<file path="config.mk">
export PLATFORM = sky130hd
export DESIGN_NAME = counter_sweep_ctrl_flat
export DESIGN_NICKNAME = d
export VERILOG_FILES = /design/src/rtl/counter_sweep_pkg.sv /design/src/rtl/counter_sweep_ctrl_if.sv /design/src/rtl/sweep_prescaler.sv /design/src/rtl/counter_sweep_ctrl.sv /design/src/flat_wrapper.sv
export SDC_FILE = /design/constraint.sdc
export NUM_CORES = 1
export LEC_CHECK = 0
export CAP_MARGIN = 20
export CORE_MARGIN = 2
export CORE_UTILIZATION = 45
export DETAILED_ROUTE_END_ITERATION = 8
export GPL_TIMING_DRIVEN = 0
export PLACE_DENSITY = 0.77
export SYNTH_ARGS = -nofsm -noshare
export SYNTH_HDL_FRONTEND = slang
export SYNTH_HIERARCHICAL = 1
export SYNTH_SLANG_ARGS = --single-unit
</file>
<file path="constraint.sdc">
create_clock -name clk -period 1.5 [get_ports clk]
set_input_delay 0.15 -clock clk [delete_from_list [all_inputs] [get_ports clk]]
set_output_delay 0.15 -clock clk [all_outputs]
set_load 0.01 [all_outputs]
</file>
<file path="src/rtl/counter_sweep_pkg.sv">
// Shared types for the counter sweep sequencer.
// SWEEP_PINGPONG_EN enables the StTurn state; it is unused in the default build.
package counter_sweep_pkg;

    typedef enum logic [2:0] {
        StIdle,
        StLoad,
        StRun,
        StTurn,
        StDone
    } sweep_state_e;

    localparam logic DIR_UP   = 1'b1;
    localparam logic DIR_DOWN = 1'b0;

endpackage

</file>
<file path="src/rtl/counter_sweep_ctrl_if.sv">
// Command and counter-control bundle between the command layer, the sweep sequencer and the counter.
// SWEEP_PINGPONG_EN adds the bounces field.
interface counter_sweep_ctrl_if #(
    parameter int unsigned WIDTH = 4
);
    logic             start;
    logic             abort;
    logic [WIDTH-1:0] start_value;
    logic [WIDTH-1:0] end_value;
`ifdef SWEEP_PINGPONG_EN
    logic [3:0]       bounces;
`endif
    logic [WIDTH-1:0] count;
    logic             cnt_enable;
    logic             cnt_set;
    logic [WIDTH-1:0] cnt_set_value;
    logic             cnt_up_down;
    logic             busy;
    logic             done;

`ifdef SWEEP_PINGPONG_EN
    modport master (
        output start, abort, start_value, end_value, bounces, count,
        input  cnt_enable, cnt_set, cnt_set_value, cnt_up_down, busy, done
    );
    modport slave (
        input  start, abort, start_value, end_value, bounces, count,
        output cnt_enable, cnt_set, cnt_set_value, cnt_up_down, busy, done
    );
`else
    modport master (
        output start, abort, start_value, end_value, count,
        input  cnt_enable, cnt_set, cnt_set_value, cnt_up_down, busy, done
    );
    modport slave (
        input  start, abort, start_value, end_value, count,
        output cnt_enable, cnt_set, cnt_set_value, cnt_up_down, busy, done
    );
`endif

endinterface

</file>
<file path="src/rtl/sweep_prescaler.sv">
// Step-rate prescaler for the sweep sequencer: one tick every DIV cycles while run is high.
// Independent of SWEEP_PINGPONG_EN.
module sweep_prescaler #(
    parameter int unsigned DIV = 1
) (
    input  logic clk,
    input  logic reset,
    input  logic clr,
    input  logic run,
    output logic tick
);

    localparam int unsigned CntW = (DIV > 1) ? $clog2(DIV) : 1;
    localparam logic [CntW-1:0] Last = CntW'(DIV - 1);

    logic [CntW-1:0] cnt_q;

    always_ff @(posedge clk) begin
        if (!reset || clr) begin
            cnt_q <= '0;
        end else if (run) begin
            cnt_q <= (cnt_q == Last) ? '0 : cnt_q + 1'b1;
        end
    end

    // With DIV=1 cnt_q never leaves 0, so tick follows run.
    assign tick = run && (cnt_q == Last);

endmodule

</file>
<file path="src/rtl/counter_sweep_ctrl.sv">
// Sequencer driving an up/down counter through a programmed sweep from start_value to end_value.
// SWEEP_PINGPONG_EN adds bounces and the StTurn leg reversal.
module counter_sweep_ctrl
    import counter_sweep_pkg::*;
#(
    parameter int unsigned WIDTH = 4,
    parameter int unsigned DIV   = 1
) (
    input logic                 clk,
    input logic                 reset,
    counter_sweep_ctrl_if.slave bus
);

    sweep_state_e     state_q;
    logic [WIDTH-1:0] origin_q;
    logic [WIDTH-1:0] target_q;
    logic             dir_q;
    logic             busy_q;
    logic             done_q;
`ifdef SWEEP_PINGPONG_EN
    logic [3:0]       bounces_left_q;
`endif

    logic in_run;
    logic at_target;
    logic tick;

    assign in_run    = (state_q == StRun);
    assign at_target = (bus.count == target_q);

    // Holding the prescaler clear outside StRun gives a fresh phase on every entry to StRun.
    sweep_prescaler #(
        .DIV (DIV)
    ) u_prescaler (
        .clk   (clk),
        .reset (reset),
        .clr   (!in_run),
        .run   (in_run),
        .tick  (tick)
    );

    always_ff @(posedge clk) begin
        if (!reset) begin
            state_q  <= StIdle;
            origin_q <= '0;
            target_q <= '0;
            dir_q    <= DIR_UP;
            busy_q   <= 1'b0;
            done_q   <= 1'b0;
`ifdef SWEEP_PINGPONG_EN
            bounces_left_q <= 4'd0;
`endif
        end else begin
            done_q <= 1'b0;
            unique case (state_q)
                StIdle: begin
                    if (bus.start) begin
                        origin_q <= bus.start_value;
                        target_q <= bus.end_value;
                        dir_q    <= (bus.end_value >= bus.start_value) ? DIR_UP : DIR_DOWN;
`ifdef SWEEP_PINGPONG_EN
                        bounces_left_q <= bus.bounces;
`endif
                        busy_q   <= 1'b1;
                        state_q  <= StLoad;
                    end
                end
                StLoad: begin
                    if (bus.abort) begin
                        busy_q  <= 1'b0;
                        state_q <= StIdle;
                    end else begin
                        state_q <= StRun;
                    end
                end
                StRun: begin
                    if (bus.abort) begin
                        busy_q  <= 1'b0;
                        state_q <= StIdle;
`ifdef SWEEP_PINGPONG_EN
                    end else if (at_target && (bounces_left_q != 4'd0)) begin
                        state_q <= StTurn;
`endif
                    end else if (at_target) begin
                        busy_q  <= 1'b0;
                        done_q  <= 1'b1;
                        state_q <= StDone;
                    end
                end
`ifdef SWEEP_PINGPONG_EN
                StTurn: begin
                    if (bus.abort) begin
                        busy_q  <= 1'b0;
                        state_q <= StIdle;
                    end else begin
                        origin_q       <= target_q;
                        target_q       <= origin_q;
                        dir_q          <= ~dir_q;
                        bounces_left_q <= bounces_left_q - 4'd1;
                        state_q        <= StRun;
                    end
                end
`endif
                StDone: begin
                    state_q <= StIdle;
                end
                default: begin
                    busy_q  <= 1'b0;
                    state_q <= StIdle;
                end
            endcase
        end
    end

    // abort masks the counter strobes in the very cycle it is raised.
    assign bus.cnt_set       = (state_q == StLoad) && !bus.abort;
    assign bus.cnt_enable    = in_run && tick && !at_target && !bus.abort;
    assign bus.cnt_set_value = (state_q == StLoad) ? origin_q : '0;
    assign bus.cnt_up_down   = dir_q;
    assign bus.busy          = busy_q;
    assign bus.done          = done_q;

endmodule
</file>
<file path="src/flat_wrapper.sv">
// flat-port wrapper written by rule: the top's interface ports become plain ports
module counter_sweep_ctrl_flat import counter_sweep_pkg::*;
#(
    parameter int unsigned WIDTH = 4,
    parameter int unsigned DIV   = 1
)
  (clk, reset, bus_start, bus_abort, bus_start_value, bus_end_value, bus_count, bus_cnt_enable, bus_cnt_set, bus_cnt_set_value, bus_cnt_up_down, bus_busy, bus_done);
  counter_sweep_ctrl_if #(.WIDTH(WIDTH)) bus_i ();
  input logic clk;
  input logic reset;
  input wire logic [$bits(bus_i.start)-1:0] bus_start;
  input wire logic [$bits(bus_i.abort)-1:0] bus_abort;
  input wire logic [$bits(bus_i.start_value)-1:0] bus_start_value;
  input wire logic [$bits(bus_i.end_value)-1:0] bus_end_value;
  input wire logic [$bits(bus_i.count)-1:0] bus_count;
  output wire logic [$bits(bus_i.cnt_enable)-1:0] bus_cnt_enable;
  output wire logic [$bits(bus_i.cnt_set)-1:0] bus_cnt_set;
  output wire logic [$bits(bus_i.cnt_set_value)-1:0] bus_cnt_set_value;
  output wire logic [$bits(bus_i.cnt_up_down)-1:0] bus_cnt_up_down;
  output wire logic [$bits(bus_i.busy)-1:0] bus_busy;
  output wire logic [$bits(bus_i.done)-1:0] bus_done;
  assign bus_i.start = bus_start;
  assign bus_i.abort = bus_abort;
  assign bus_i.start_value = bus_start_value;
  assign bus_i.end_value = bus_end_value;
  assign bus_i.count = bus_count;
  assign bus_cnt_enable = bus_i.cnt_enable;
  assign bus_cnt_set = bus_i.cnt_set;
  assign bus_cnt_set_value = bus_i.cnt_set_value;
  assign bus_cnt_up_down = bus_i.cnt_up_down;
  assign bus_busy = bus_i.busy;
  assign bus_done = bus_i.done;
  counter_sweep_ctrl #(.WIDTH(WIDTH), .DIV(DIV)) u_core (.clk(clk), .reset(reset), .bus(bus_i));
endmodule
</file>
==> flow_summary_export.csv <==
group,metric,value,unit
synth,syn_inst,86,
cts,clock_sinks,14,
die,die_w,47.1,um
synth,synth_seq_area_share,33.5,%
pwr,power_frac_comb,27.3,%
route,wl_met2,950,um
setup_path,worstPathMaxFanout,3,
cts,cts_buffers,3,
final_layout,final_common_cell,"clkdlybuf4s50_1",
placed_design,postPlaceCellArea,0.00111,mm2
placed_design,gp_congestion,0.729,
synth,netlist_area,837,um2
pwr,vdd_drop_max,0.513,mV
pwr,clkPwrFrac,28.7,%
setup_path,rrSetupSlack,0.02,ns
pwr,p_switching,0.260,mW
route,drcViolationCount,0,
setup_path,start_kind,"flop",
synth,synth-seq-cells,14,
setup_path,end_kind,"output pin",
cts,cts_hold_buf,0,
route,antenna_left,0,
synth,synth_warnings,6,
hold_path,hold_depth,3,
sta,setup_viol_count_final,1,
final_layout,final_cell_mix,"clkdlybuf4s50_1 (17), nand2_1 (10), dfxtp_1 (9)",
grt,grt_overflow_total,0,
die,ioPinCount,25,
sta,whs,0.464,ns
cts,insertion_delay,0.27,ns
status,failed_checks,"negative setup slack",
grt,antenna_found_initial,0,
sta,final.period_utilization,100,%
cts,cts-root-buf,"clkbuf_4",
setup_path,cp.required,1.35,ns
grt,grt_pass1_vias,693,
placed_design,io_buffers,24,
final_layout,final_area,0.00121,mm2
synth,synthSimpleGateAreaFrac,33.3,%
sta,setup_slack,-0.000494,ns
setup_path,r2r_cells,5,
pwr,internal-power,0.686,mW
placed_design,post-place-cells,135,
sta,slew_headroom,73.4,%
setup_path,r2r_end,"u_core/bus.cnt_up_down$_SDFFE_PN1P_",
setup_path,critPathArrivalTime,1.35,ns
synth,synth_top_family_by_area,"simple AND/OR/NAND/NOR gates",
route,highest_layer,"met4",
synth,synth_fa_ha_area_share,5.98,%
route,drt_pass1_iterations,4,
setup_path,critPathTopFamily,"simple AND/OR/NAND/NOR gates",
sta,drv_slew,0,
die,die_h,47.1,um
sta,hold_violations,0,
hold_path,hold_path_end,"u_core/origin_q[0]$_SDFFE_PN0P_",
pwr,leakagePower,0.532,nW
setup_path,crit_type,"reg -> out",
cts,htree_levels,1,
synth,ys_types,32,
cts,cts_tree,"built",
pwr,power_density,779,mW/mm2
sta,fin_worst_skew,0.00172,ns
final_layout,final_cells,145,
route,vias_per_cell,5.03,
final_layout,drive_above_1_share,46.7,%
route,wirelength_met1,746,um
flow_run,maxCapViolations,0,
sta,tns,-0.000494,ns
die,core,0.00175,mm2
cts,clk_pin_slew,0.09,ns
sta,period_minus_slack,1.50,ns
route,drtIter0Drc,6,
setup_path,critPathBufInv,1,
pwr,seq_power_share,44.1,%
pwr,totalPowerFinal,0.946,mW
grt,grtUsageTotal,18.8,%
route,wl_met3,80,um
final_layout,nets,141,
die,initial_core_util,48.0,%
pwr,switching_share,27.5,%
synth,synth_compound_area_share,16.0,%
route,route.vias.total,730,
die,die-area,0.00222,mm2
synth,syn_nets,106,
grt,grt_max_degree,11,
hold_path,hp-start,"bus_start_value[0]",
setup_path,slowest_delay,0.35,ns
cts,cts_max_path_buffers,2,
placed_design,post-dp-hpwl,1.29,mm
grt,grt_pass1_wl,2.93,mm
setup_path,r2r-start,"u_core/state_q[0]$_SDFFE_PN0P_",
die,std_cell_rows,15,
synth,synthMuxAreaShare,1.20,%
status,status,"finished with violations",
final_layout,diodes,0,
route,routed_wl,1.79,mm
sta,rsz0062_at_grt,"yes",
sta,fmax,666,MHz
setup_path,path_cells,"xor2_2 -> nor4_4 -> nor3b_2 -> buf_2",
hold_path,hold_class,"in -> reg",
route,wire_per_inst,12.3,um
synth,synthXorXnorAreaFrac,4.19,%
setup_path,crit_slowest_cell,"dfxtp_2",
sta,tightest_slew,0.399,ns
final_layout,area_growth,45.0,%
synth,synth_area_per_cell,9.73,um2
==> worst reg2reg max path, cell delays in order (launching register included) <==
cell	delay (ns)
dfxtp_2	0.35
buf_6	0.14
nor4b_2	0.36
nand3b_1	0.19
a211oi_2	0.26
nor3_1	0.08
==> power groups by stage <==
stage	logic, mW	clock network (mW)	registers [mW]
CTS	0.243	0.277	0.415
global route	0.283	0.298	0.420
finish	0.258	0.271	0.417
floorplan	0.138	0	0.423
detailed placement	0.232	0	0.423
global placement	0.227	0	0.422
==> cell usage after synthesis <==
library cell	number	share of area [%]
dfxtp_1	14	33
nand2_1	10	4.5
a21boi_2	8	11
nand2_2	8	6.0
and3_2	4	3.6
ha_1	4	6.0
inv_1	4	1.8
xor2_1	4	4.2
and3_1	3	2.2
nor2_1	3	1.3
buf_4	2	1.8
nor3b_1	2	1.8
a211oi_1	1	0.90
a21o_1	1	0.90
and2_1	1	0.75
buf_6	1	1.3
clkbuf_1	1	0.45
inv_2	1	0.45
mux2i_1	1	1.2
nand2b_1	1	0.75
nand2b_2	1	1.0
nand3b_1	1	0.90
nand3b_2	1	1.3
nor2_2	1	0.75
nor3_1	1	0.60
nor3b_2	1	1.5
nor4_4	1	2.5
nor4b_1	1	1.0
nor4b_2	1	1.8
o21ai_2	1	1.0
o221a_4	1	2.4
or4_1	1	0.90
==> through the flow <==
step | worst slack [ns] | util [%]
after floorplan | 0.241 | -
after global placement | -0.359 | 63.5
after detailed placement | -0.414 | 63.5
after CTS | -0.208 | 67.6
after global routing | -0.0750 | 69.5
final | -0.000494 | 69.5
==> area by class of cell <==
class,count,area [um2]
tap,25,31.3
inverter,5,18.8
clock buffer,4,36.3
buffer,4,30.0
timing repair buffer,30,262
multi-input combinational,63,544
fill,142,532
sequential,14,292
==> logic make-up (layout without fill, tap and decap cells) <==
group           after synthesis  count (layout)
simple gates                 42              42
flops                        14              14
fa+ha+maj                     4               4
xor+xnor                      4               4
buf+inv                       9              43
mux                           1               1
compound gates               12              12
==> registers in the layout (all words and copies together), names as in the netlist <==
name / count
u_core/bus.busy: 1
u_core/bus.cnt_up_down: 1
u_core/bus.done: 1
u_core/origin_q: 4
u_core/state_q: 3
u_core/target_q: 4
==> worst max path at each step <==
stage / startpoint / endpoint / slack, ns / cells after the start
final: u_core/target_q[0]$_SDFFE_PN0P_ / bus_cnt_enable / -0.0005 / 4
after global routing: u_core/target_q[0]$_SDFFE_PN0P_ / bus_cnt_enable / -0.08 / 4
after CTS: u_core/target_q[3]$_SDFFE_PN0P_ / bus_cnt_enable / -0.21 / 4
after detailed placement: bus_count[2] / bus_cnt_enable / -0.41 / 5
after global placement: bus_count[3] / bus_cnt_enable / -0.36 / 5
after floorplan: u_core/state_q[1]$_SDFFE_PN0P_ / bus_cnt_enable / 0.24 / 3
==> routing by layer <==
| metal | GRT usage [%] | up-vias |
|---|---|---|
| li1 | - | 361 |
| met1 | 22.3 | 344 |
| met2 | 33.7 | 21 |
| met3 | 4.62 | 4 |
| met4 | 5.00 | 0 |
| met5 | 0 | - |
==> repair_timing <==
item	4_1_cts	5_1_grt
resized for setup	13	18
endpoints found under the setup margin	6	6
setup buffers	3	3
hold endpoints to repair	0	0
pin swaps	2	3
Power figures use the tool's default switching activity.
==> RTL edit 1: new RTL, same settings <==
The 5 states of `sweep_state_e` get a one-hot encoding in 5 bits.
--- a/src/rtl/counter_sweep_pkg.sv
+++ b/src/rtl/counter_sweep_pkg.sv
@@ -2,12 +2,12 @@
 // SWEEP_PINGPONG_EN enables the StTurn state; it is unused in the default build.
 package counter_sweep_pkg;
 
-    typedef enum logic [2:0] {
-        StIdle,
-        StLoad,
-        StRun,
-        StTurn,
-        StDone
+    typedef enum logic [4:0] {
+        StIdle = 5'b00001,
+        StLoad = 5'b00010,
+        StRun  = 5'b00100,
+        StTurn = 5'b01000,
+        StDone = 5'b10000
     } sweep_state_e;
 
     localparam logic DIR_UP   = 1'b1;
Behaviour: no difference found for any inputs over 10 cycles, from zero or initial values and one cycle with reset low; not proved beyond that.
==> RTL edit 1 against the original RTL <==
- the flow still finishes with violations (negative setup slack)
- sequential power up 6.7%
- cell count up 14%
- clock skew about the same
- register-to-register slack worse by 0.16 ns
- synthesized area down 3.9%
- sequential cell count up 1
- synthesized cell count up 8.1%
- total power down 0.83%
- die area down 3.6%
- critical endpoint is now bus_cnt_set
- wire length up 13%
- global-route usage about the same
- first-iteration DRC count down 33%
- worst setup slack worse by 0.17 ns
- design area up 11%
==> RTL edit 1: results <==
set metrics [dict create \
    seq_power_share_pct 47.5 \
    ys_types 29 \
    timing.slew.headroom_pct 61.43 \
    drt_wl_total_um 2013 \
    violations "negative setup slack" \
    n_fill_cell 126 \
    synth_fa_ha_area_share_pct 6.221 \
    syn_area_per_cell_sq_um 8.651 \
    ir_drop_uv 480.2 \
    drive_gt1_share_pct 41.43 \
    grt_pass1_vias 736 \
    r2r_cells 8 \
    placed_area_sq_um 1076 \
    multi_input_area_sq_um 555.5 \
    status "finished, violations left" \
    ctsResizeCount 46 \
    vias_per_cell 4.945 \
    multi_input_cells 69 \
    switchingPower_mw 0.2671 \
    setup_slack_ns -0.1657 \
    finClkSkew_ns 0.001553 \
    pre_cts_slack_ns -0.5381 \
    synth_compound_area_share_pct 13.69 \
    clkPwrFrac_pct 24.5 \
    gr-usage-met3_pct 3.137 \
    fin_hold_ws_ns 0.1534 \
    n_all_buffers 45 \
    syn-num-nets 113 \
    setup_viol_count_final 7 \
    use_met2_pct 33.06 \
    use_met1_pct 22.33 \
    n_all_inverters 7 \
    largest_registers "u_core/origin_q (4), u_core/state_q (4), u_core/target_q (4)" \
    total_power_mw 0.9382 \
    dp_cells 142 \
    synth-xor-area-share_pct 5.443 \
    met3WireLength_um 95 \
    cpPeakStageDelay_ns 0.37 \
]
RTL edit 1: changes by cell type after synthesis, sizes merged, moves of 2 or more:
| cell | unedited run | this run |
|---|---|---|
| inv | 5 | 7 |
| a21oi | 0 | 10 |
| a21boi | 8 | 0 |
| and2 | 1 | 6 |
| and3 | 7 | 1 |
| nor4b | 2 | 4 |
| nor3 | 1 | 3 |
| nand3b | 2 | 0 |
| nor3b | 3 | 0 |
RTL edit 1: worst max path at each step:
stage / startpoint / end / slack, ns / cells past startpoint
3_5_place_dp: bus_count[3] / bus_cnt_enable / -0.54 / 6
2_1_floorplan: u_core/state_q[0] / u_core/bus.busy / 0.22 / 5
3_3_place_gp: bus_count[3] / bus_cnt_enable / -0.50 / 6
5_1_grt: u_core/state_q[4] / bus_cnt_set / -0.23 / 5
4_1_cts: u_core/state_q[4] / bus_cnt_set / -0.13 / 5
6_report: u_core/state_q[4] / bus_cnt_set / -0.17 / 5
==> RTL edit 2: new RTL, same settings <==
Made on the original files. `WIDTH` is set to 4 in 3 places; all go to 6.
--- a/src/rtl/counter_sweep_ctrl_if.sv
+++ b/src/rtl/counter_sweep_ctrl_if.sv
@@ -1,7 +1,7 @@
 // Command and counter-control bundle between the command layer, the sweep sequencer and the counter.
 // SWEEP_PINGPONG_EN adds the bounces field.
 interface counter_sweep_ctrl_if #(
-    parameter int unsigned WIDTH = 4
+    parameter int unsigned WIDTH = 6
 );
     logic             start;
     logic             abort;
--- a/src/rtl/counter_sweep_ctrl.sv
+++ b/src/rtl/counter_sweep_ctrl.sv
@@ -3,7 +3,7 @@
 module counter_sweep_ctrl
     import counter_sweep_pkg::*;
 #(
-    parameter int unsigned WIDTH = 4,
+    parameter int unsigned WIDTH = 6,
     parameter int unsigned DIV   = 1
 ) (
     input logic                 clk,
--- a/src/flat_wrapper.sv
+++ b/src/flat_wrapper.sv
@@ -1,7 +1,7 @@
 // flat-port wrapper written by rule: the top's interface ports become plain ports
 module counter_sweep_ctrl_flat import counter_sweep_pkg::*;
 #(
-    parameter int unsigned WIDTH = 4,
+    parameter int unsigned WIDTH = 6,
     parameter int unsigned DIV   = 1
 )
   (clk, reset, bus_start, bus_abort, bus_start_value, bus_end_value, bus_count, bus_cnt_enable, bus_cnt_set, bus_cnt_set_value, bus_cnt_up_down, bus_busy, bus_done);
Interface: changed (resized bus_cnt_set_value, bus_count, bus_end_value and bus_start_value); port bits go from 25 to 33. No check against the original RTL was run, so the function may have changed too.
==> RTL edit 2 against the original RTL <==
- the run still ends with negative setup slack left
- via count up 25%
- sequential cell count increased by 4
- critical path type is now in -> out
- synthesized area grew 15%
- total power grew 13%
- worst setup slack lost 0.10 ns
- wire length rose by 32%
- largest cell class unchanged
- first-iteration DRC count did not move
- design area increased by 20%
==> RTL edit 2: results <==
set metrics [dict create \
    status "finished, violations left" \
    violations "negative setup slack" \
    largest_registers "u_core/origin_q (6), u_core/target_q (6), u_core/state_q (3)" \
    slowest_stage "clkdlybuf4s50_1" \
    numPortBuffers 31 \
    synthTopCellsByCount "nand2_1, dfxtp_1, a21boi_0, and2_1, inv_1" \
    finClkSkew_ns 0.004211 \
    synth_compound_area_share_pct 16.58 \
    top_layer "met3" \
    seq_area_frac_synth_pct 37.31 \
    place.gp.congestion 0.7719 \
    use_met2_pct 32.46 \
    grt_usage_pct 18.95 \
    layoutNonFillerInstCount 180 \
    setup_viol_count_final 1 \
    worstMarginPinSlew_ns 0.5080 \
    setup_slack_ns -0.1007 \
    crit_start "bus_count[1]" \
    min_to "u_core/state_q[1]" \
    placed_area_sq_um 1310 \
    fin_setup_tns_ns -0.1007 \
    met3WireLength_um 130 \
    timing.rr.start "u_core/state_q[2]" \
    cpLargestDelayFamily "buffers and inverters" \
    synth_fa_ha_area_share_pct 7.772 \
    clk_latency_ns 0.29 \
    wire_per_inst_um 13.12 \
    dp.final_hpwl_um 1642 \
    ys_types 29 \
    cp_data_arrival_time_ns 1.45 \
    worstHoldStart "reset" \
    synth-xor-area-share_pct 5.440 \
    clk_pin_slew_ns 0.10 \
    synth_area_leaders "dfxtp_1, nand2_1, a21boi_0" \
    dp_cells 172 \
    ctsResizeCount 36 \
    cpPeakStageDelay_ns 0.51 \
    grt_pass1_wl_um 3719 \
    gr-usage-met3_pct 5.655 \
    pre_cts_slack_ns -0.5959 \
    fin_hold_ws_ns 0.2599 \
    ir_drop_uv 586.5 \
    via_count 914 \
    synthMuxAreaShare_pct 0 \
    leakage_nw 0.6439 \
    switching_share_pct 26.15 \
    m1WireLength_um 1020 \
    grt_pass1_vias 896 \
    use_met1_pct 23.39 \
]
## RTL edit 2: cell count changes after synthesis, sizes merged, moves of 3 or more
cell,delta
dfxtp,+4
and2,+6
nand2,+8
and3,-7
a21boi,+4
xnor2,+4
nor3b,-3
## RTL edit 2: power groups by stage
| stage | Sequential, mW | Clock, mW | Combinational, mW |
|---|---|---|---|
| after floorplan | 0.537 | 0 | 0.112 |
| after global placement | 0.536 | 0 | 0.216 |
| after detailed placement | 0.537 | 0 | 0.223 |
| after CTS | 0.524 | 0.306 | 0.231 |
| after global routing | 0.533 | 0.330 | 0.272 |
| final | 0.529 | 0.293 | 0.248 |
## RTL edit 2: final cells by class
cell class              instances  area, sq um
repair buffers                 36        311.5
inverters                       7        26.28
flip-flops and latches         18        376.6
clock buffers                   4        36.28
plain buffers                   4        20.02
well taps                      27        33.78
fillers                       164        550.5
multi-input cells              84        646.9
